### src/rtl/mem_port_arbiter.sv
// Arbitrates one single-ported synchronous RAM between instruction fetch (I) and load/store (D),
// tagging reads so data returns to its owner MEM_LAT cycles later. Optional anti-starvation: MEM_ARB_STARVE_EN.
module mem_port_arbiter #(
    parameter int ADDR_W     = 14,
    parameter int DATA_W     = 32,
    parameter int MEM_LAT    = 1,
    parameter int STARVE_MAX = 3
) (
    input  logic              clk,
    input  logic              rst,
    input  logic              i_req,
    input  logic [ADDR_W-1:0] i_addr,
    output logic              i_gnt,
    output logic              i_rvalid,
    output logic [DATA_W-1:0] i_rdata,
    input  logic              d_req,
    input  logic [3:0]        d_we,
    input  logic [ADDR_W-1:0] d_addr,
    input  logic [DATA_W-1:0] d_wdata,
    output logic              d_gnt,
    output logic              d_rvalid,
    output logic [DATA_W-1:0] d_rdata,
    output logic              mem_en,
    output logic [3:0]        mem_we,
    output logic [ADDR_W-1:0] mem_addr,
    output logic [DATA_W-1:0] mem_din,
    input  logic [DATA_W-1:0] mem_dout,
    output logic              stall
);

    logic               force_i;
    logic               push_vld;
    logic               push_own;
    logic [MEM_LAT:1]   vld_pipe;
    logic [MEM_LAT:1]   own_pipe;  // 1 = D owns the read

`ifdef MEM_ARB_STARVE_EN
    localparam int CNT_W = $clog2(STARVE_MAX + 1);
    logic [CNT_W-1:0] starve_cnt;

    always_ff @(posedge clk or posedge rst) begin
        if (rst)
            starve_cnt <= '0;
        else if (!i_req || i_gnt)
            starve_cnt <= '0;
        else if (starve_cnt != CNT_W'(STARVE_MAX))
            starve_cnt <= starve_cnt + 1'b1;
    end

    assign force_i = (starve_cnt == CNT_W'(STARVE_MAX));
`else
    assign force_i = 1'b0;
`endif

    // Grants are combinational and held off entirely while reset is asserted.
    always_comb begin
        i_gnt = 1'b0;
        d_gnt = 1'b0;
        if (!rst) begin
            if (d_req && !(i_req && force_i))
                d_gnt = 1'b1;
            else if (i_req)
                i_gnt = 1'b1;
        end
    end

    assign mem_en   = i_gnt | d_gnt;
    assign mem_we   = d_gnt ? d_we : 4'b0000;
    assign mem_addr = d_gnt ? d_addr : i_addr;
    assign mem_din  = d_wdata;

    assign push_vld = i_gnt | (d_gnt && (d_we == 4'b0000));
    assign push_own = d_gnt;

    always_ff @(posedge clk or posedge rst) begin
        if (rst) begin
            vld_pipe <= '0;
            own_pipe <= '0;
        end else begin
            vld_pipe[1] <= push_vld;
            own_pipe[1] <= push_own;
            for (int k = MEM_LAT; k > 1; k--) begin
                vld_pipe[k] <= vld_pipe[k-1];
                own_pipe[k] <= own_pipe[k-1];
            end
        end
    end

    assign i_rvalid = vld_pipe[MEM_LAT] & ~own_pipe[MEM_LAT];
    assign d_rvalid = vld_pipe[MEM_LAT] &  own_pipe[MEM_LAT];
    assign i_rdata  = mem_dout;
    assign d_rdata  = mem_dout;

    assign stall = ~rst & ((i_req & ~i_gnt) | (d_req & ~d_gnt));

endmodule

### config.mk
export PLATFORM = sky130hd
export DESIGN_NAME = mem_port_arbiter
export DESIGN_NICKNAME = d
export VERILOG_FILES = /design/src/rtl/mem_port_arbiter.sv
export SDC_FILE = /design/constraint.sdc
export NUM_CORES = 1
export LEC_CHECK = 0
export CAP_MARGIN = 20
export CORE_AREA = 2 2 84 86
export CTS_CLUSTER_DIAMETER = 200
export DETAILED_ROUTE_END_ITERATION = 8
export DIE_AREA = 0 0 86 88
export GPL_TIMING_DRIVEN = 0
export MAX_ROUTING_LAYER = met4
export PLACE_DENSITY = 0.72
export SYNTH_ARGS = -nofsm -noshare
export SYNTH_HDL_FRONTEND = slang
export SYNTH_SLANG_ARGS = --single-unit
### constraint.sdc
create_clock -name clk -period 0.8 [get_ports clk]
set_input_delay 0.08 -clock clk [delete_from_list [all_inputs] [get_ports clk]]
set_output_delay 0.08 -clock clk [all_outputs]
set_load 0.02 [all_outputs]
Word level (Yosys, flattened, before mapping)
Cells that the tools add are included.
{"block": "word_totals", "reg_bits": 2, "in_bits": 100, "output_inout_bits": 120, "elab_cells": 23}
{"block": "classes", "n_mux": 7, "bitwise_logic": 12, "n_reduce_logical": 2}
{"cell": "$mux W14", "n": 1}
{"cell": "$and A1 B1 Y1", "n": 5}
{"cell": "$mux W1", "n": 5}
{"cell": "$logic_not A4 Y1", "n": 1}
{"cell": "$mux W4", "n": 1}
{"cell": "$not A1 Y1", "n": 4}
{"cell": "$or A1 B1 Y1", "n": 3}
{"cell": "$logic_and A1 B1 Y1", "n": 1}

Depth between registers and ports, before layout
{"block": "depth", "word_depth": 7, "ltp_mapped": 3, "mapped_depth_nobuf": 2}

Worst setup path after synthesis
OpenSTA, ideal clock, no wires.
{"block": "synth_path", "path_type": "input to register", "startpoint": "input port d_req", "endpoint": "register vld_pipe", "setup_time_ns": 0.067, "arrival_time_ns": 0.795, "required_time_ns": 0.733, "slack_ns": -0.062, "stages": 2, "path_buffers": 0, "cell_sequence": "nor3b_1 a21o_1"}
{"block": "synth_between", "elab_chain_len": 4, "word_cells_on_any_way": 6, "cone_classes": "4 x mux; 1 x bitwise; 1 x reduce/logical"}
{"element": "start, declared", "line_no": "16", "text": "input logic d_req,"}
{"element": "$mux W1", "line_no": "60", "text": "if (d_req && !(i_req && force_i))"}
{"element": "$mux W1", "line_no": "59", "text": "if (!rst) begin"}
{"element": "$logic_and A1 B1 Y1", "line_no": "72", "text": "assign push_vld = i_gnt | (d_gnt && (d_we == 4'b0000));"}
{"element": "$or A1 B1 Y1 *", "line_no": "72"}
{"element": "via push_vld", "line_no": "32", "text": "logic push_vld;"}
{"element": "end signal, assigned by index", "line_no": "83", "text": "vld_pipe[k] <= vld_pipe[k-1];"}
{"element": "end, declared", "line_no": "34", "text": "logic [MEM_LAT:1] vld_pipe;"}
The timed path passes the listed nets; every way through them passes the cells marked *.

Final worst setup path
{"block": "layout_path", "startpoint": "input port rst", "endpoint": "output port mem_addr[10]"}
{"block": "layout_between", "elab_chain_len": 2}
{"element": "start, declared", "line_no": "10", "text": "input logic rst,"}
{"element": "$mux W1", "line_no": "59"}
{"element": "$mux W14", "line_no": "69", "text": "assign mem_addr = d_gnt ? d_addr : i_addr;"}
{"element": "end, declared", "line_no": "25", "text": "output logic [ADDR_W-1:0] mem_addr,"}
No other way between the ends.

==> metrics <==
status=complete, but fails checks; violated checks=setup timing; Leakage=1.55 nW; Avg Inst Size Synth=8.58 um2; ANT cells=0; DIE HEIGHT=88 um; Slew headroom=84.9%; final worst slack=-0.278 ns; mapped cell area=1100 um2; vias in the first global route=1,315; vias post-DR=1,329; Seq/Total Area, Yosys=4.56%; Setup WS pre-CTS=-1.22 ns; CP Class=input pin to primary output; XOR/XNOR Fraction of Synth Area=0%; clock-pin slew on the worst setup and hold paths=0.03 ns; family with the most delay on the worst path=buffers and inverters; DRC=0; RSZ-0062 raised after global routing=true; final worst path period need=1.08 ns; H-tree level count=1; DP HPWL=3910 um; most frequent cells in the layout=buf_4, dlygate4sd2_1, clkdlybuf4s50_1; Initial DRC Count=6; CTS Buffer Depth=2; Die Wd=86 um; Slew Viols, Final=0; CTS tree=yes; area share of fa/ha/maj cells after synthesis=0%; Yosys cell types=14; port bufs=155; largest net degree at the start of global routing=7; Worst path max stage delay=0.30 ns; global-route wire length before repair=5920 um; worst-margin pin slew=0.224 ns; top cell type by total area after synthesis=buf_4; fillcell total=683; period utilisation layout=135%; type of origin of the critical path=input pin; Post-Synth Simple-Gate Area=7.18%; Multi-input gate area=329 um2; # IOs=220; max cap viols=0; # rows=30; Yosys warning count=0; core area=6640 um2; final net count=397; Final setup viols=22; Worst Path Arrival=1.00 ns; initial antenna violation count=0; main combinational cell family by area after synthesis=buffers and inverters; fmax=927 MHz; CP Max Fanout=6; worst vdd ir=0.365 mV; share of cells above drive strength 1=53.6%; Die Area=7570 um2; Final Wtd Congestion=0.703; GRT Residual Overflow=0; TritonCTS Buffers=3; Hold Crit Class=input pin to flop; crit path cell chain=buf_8 -> nor2b_4 -> buf_6 -> buf_8 -> mux2_4 -> buf_6; post-DR vias/cell=3.54; Starting Density=16.5%; most common cell after layout, fill and taps aside=buf_4; Yosys reg bits=2; Syn Inst Count=128; Crit. End Element=primary output; complex-gate fraction of the synthesized area=0.683%; Final ANT Viol Nets=0; GRT Util Overall=10.2%; Crit path buffers/inverters=4; first-pass iteration count of the detailed router=2; Req. time, crit path=0.72 ns; Root Driver=clkbuf_8; routed wire length=4360 um; Final Hold Vio Count=0; largest cells by area after synthesis=buf_4, mux2_4, dfrtp_1; syn nets=228; post-synthesis mux area share=18.8%; total clock sinks=2; Pwr Total=2.17 mW; fin util=42.4%; average wire per cell in the routed design=11.6 um; Synth top area share=65.6%; PD cells=772 nW/um2; Layout area overhead=156%; Slowest cell on crit path=mux2_4; total area of sequential cells=50.0 um2
==> final timing paths <==
check / from / to / slack, ns / cells after the start
max: rst / mem_addr[10] / -0.28 / 6
min: d_we[2] / vld_pipe / 0.23 / 3
min in group asynchronous: rst / own_pipe / 0.43 / 4
max in group asynchronous: rst / vld_pipe / 0.26 / 4
==> routing by layer <==
metal | global-route usage (%) | vias to the layer above | routed length (um)
met4 | 3.03 | 0 | 17
met2 | 21.2 | 122 | 2540
met3 | 2.73 | 2 | 626
met1 | 8.62 | 568 | 1180
met5 | - | - | 0
li1 | - | 637 | -
==> registers in the layout, summed over array words and instances, names as in the netlist <==
signal / flops
own_pipe: 1
vld_pipe: 1
==> synth_stat cells <==
master	n
buf_4	96
mux2_4	13
and2_1	6
dfrtp_1	2
nor2_1	2
a21o_1	1
buf_12	1
buf_6	1
inv_1	1
mux2_2	1
nor2b_1	1
nor2b_4	1
nor3b_1	1
nor4_1	1
==> worst min-delay path, stage by stage <==
cell and delay (ns):
dlymetal6s2s_1 0.11, nor4_2 0.06, a21o_1 0.14
==> logic make-up (layout without fill, tap and decap cells) <==
kind of cell	Yosys count	in the layout
AND/OR/NAND/NOR	12	12
multiplexers	14	14
AO/OA/AOI/OAI	1	1
flip-flops	2	2
buffers and inverters	99	266
==> power breakdown <==
group          switching [mW]  leakage [nW]  internal [mW]
registers             0.00201        0.0263          0.107
logic                   0.708          1.50          0.959
clock network          0.0797        0.0216          0.318
total                   0.790          1.55           1.38
==> per-stage QoR <==
step                setup TNS, ns  std cells  instance area [um2]  hold slack, ns
floorplan                  -0.298        128                 1100          -0.179
global placement           -28.02        363                 2760           0.399
detailed placement         -28.45        363                 2760           0.413
CTS                         -5.70        376                 2830           0.277
global route                -5.49        375                 2820           0.247
finish                      -4.63        375                 2820           0.228
==> repair_timing <==
item | in CTS | in global routing
cloned | 1 | 0
hold endpoints to repair | 2 | 0
hold buffers | 1 | 0
endpoints found under the setup margin | 122 | 23
setup buffers | 8 | 1
pin swaps | 2 | 2
gates resized for setup | 256 | 13
==> final cells by class <==
type | count | area share, %
clock buffers | 3 | 1.47
inverters | 1 | 0.133
plain buffers | 97 | 26.1
well taps | 80 | 3.56
multi-input cells | 27 | 11.7
repair buffers | 165 | 55.2
flip-flops and latches | 2 | 1.78
Note: power is estimated with default switching activity, not from simulation.
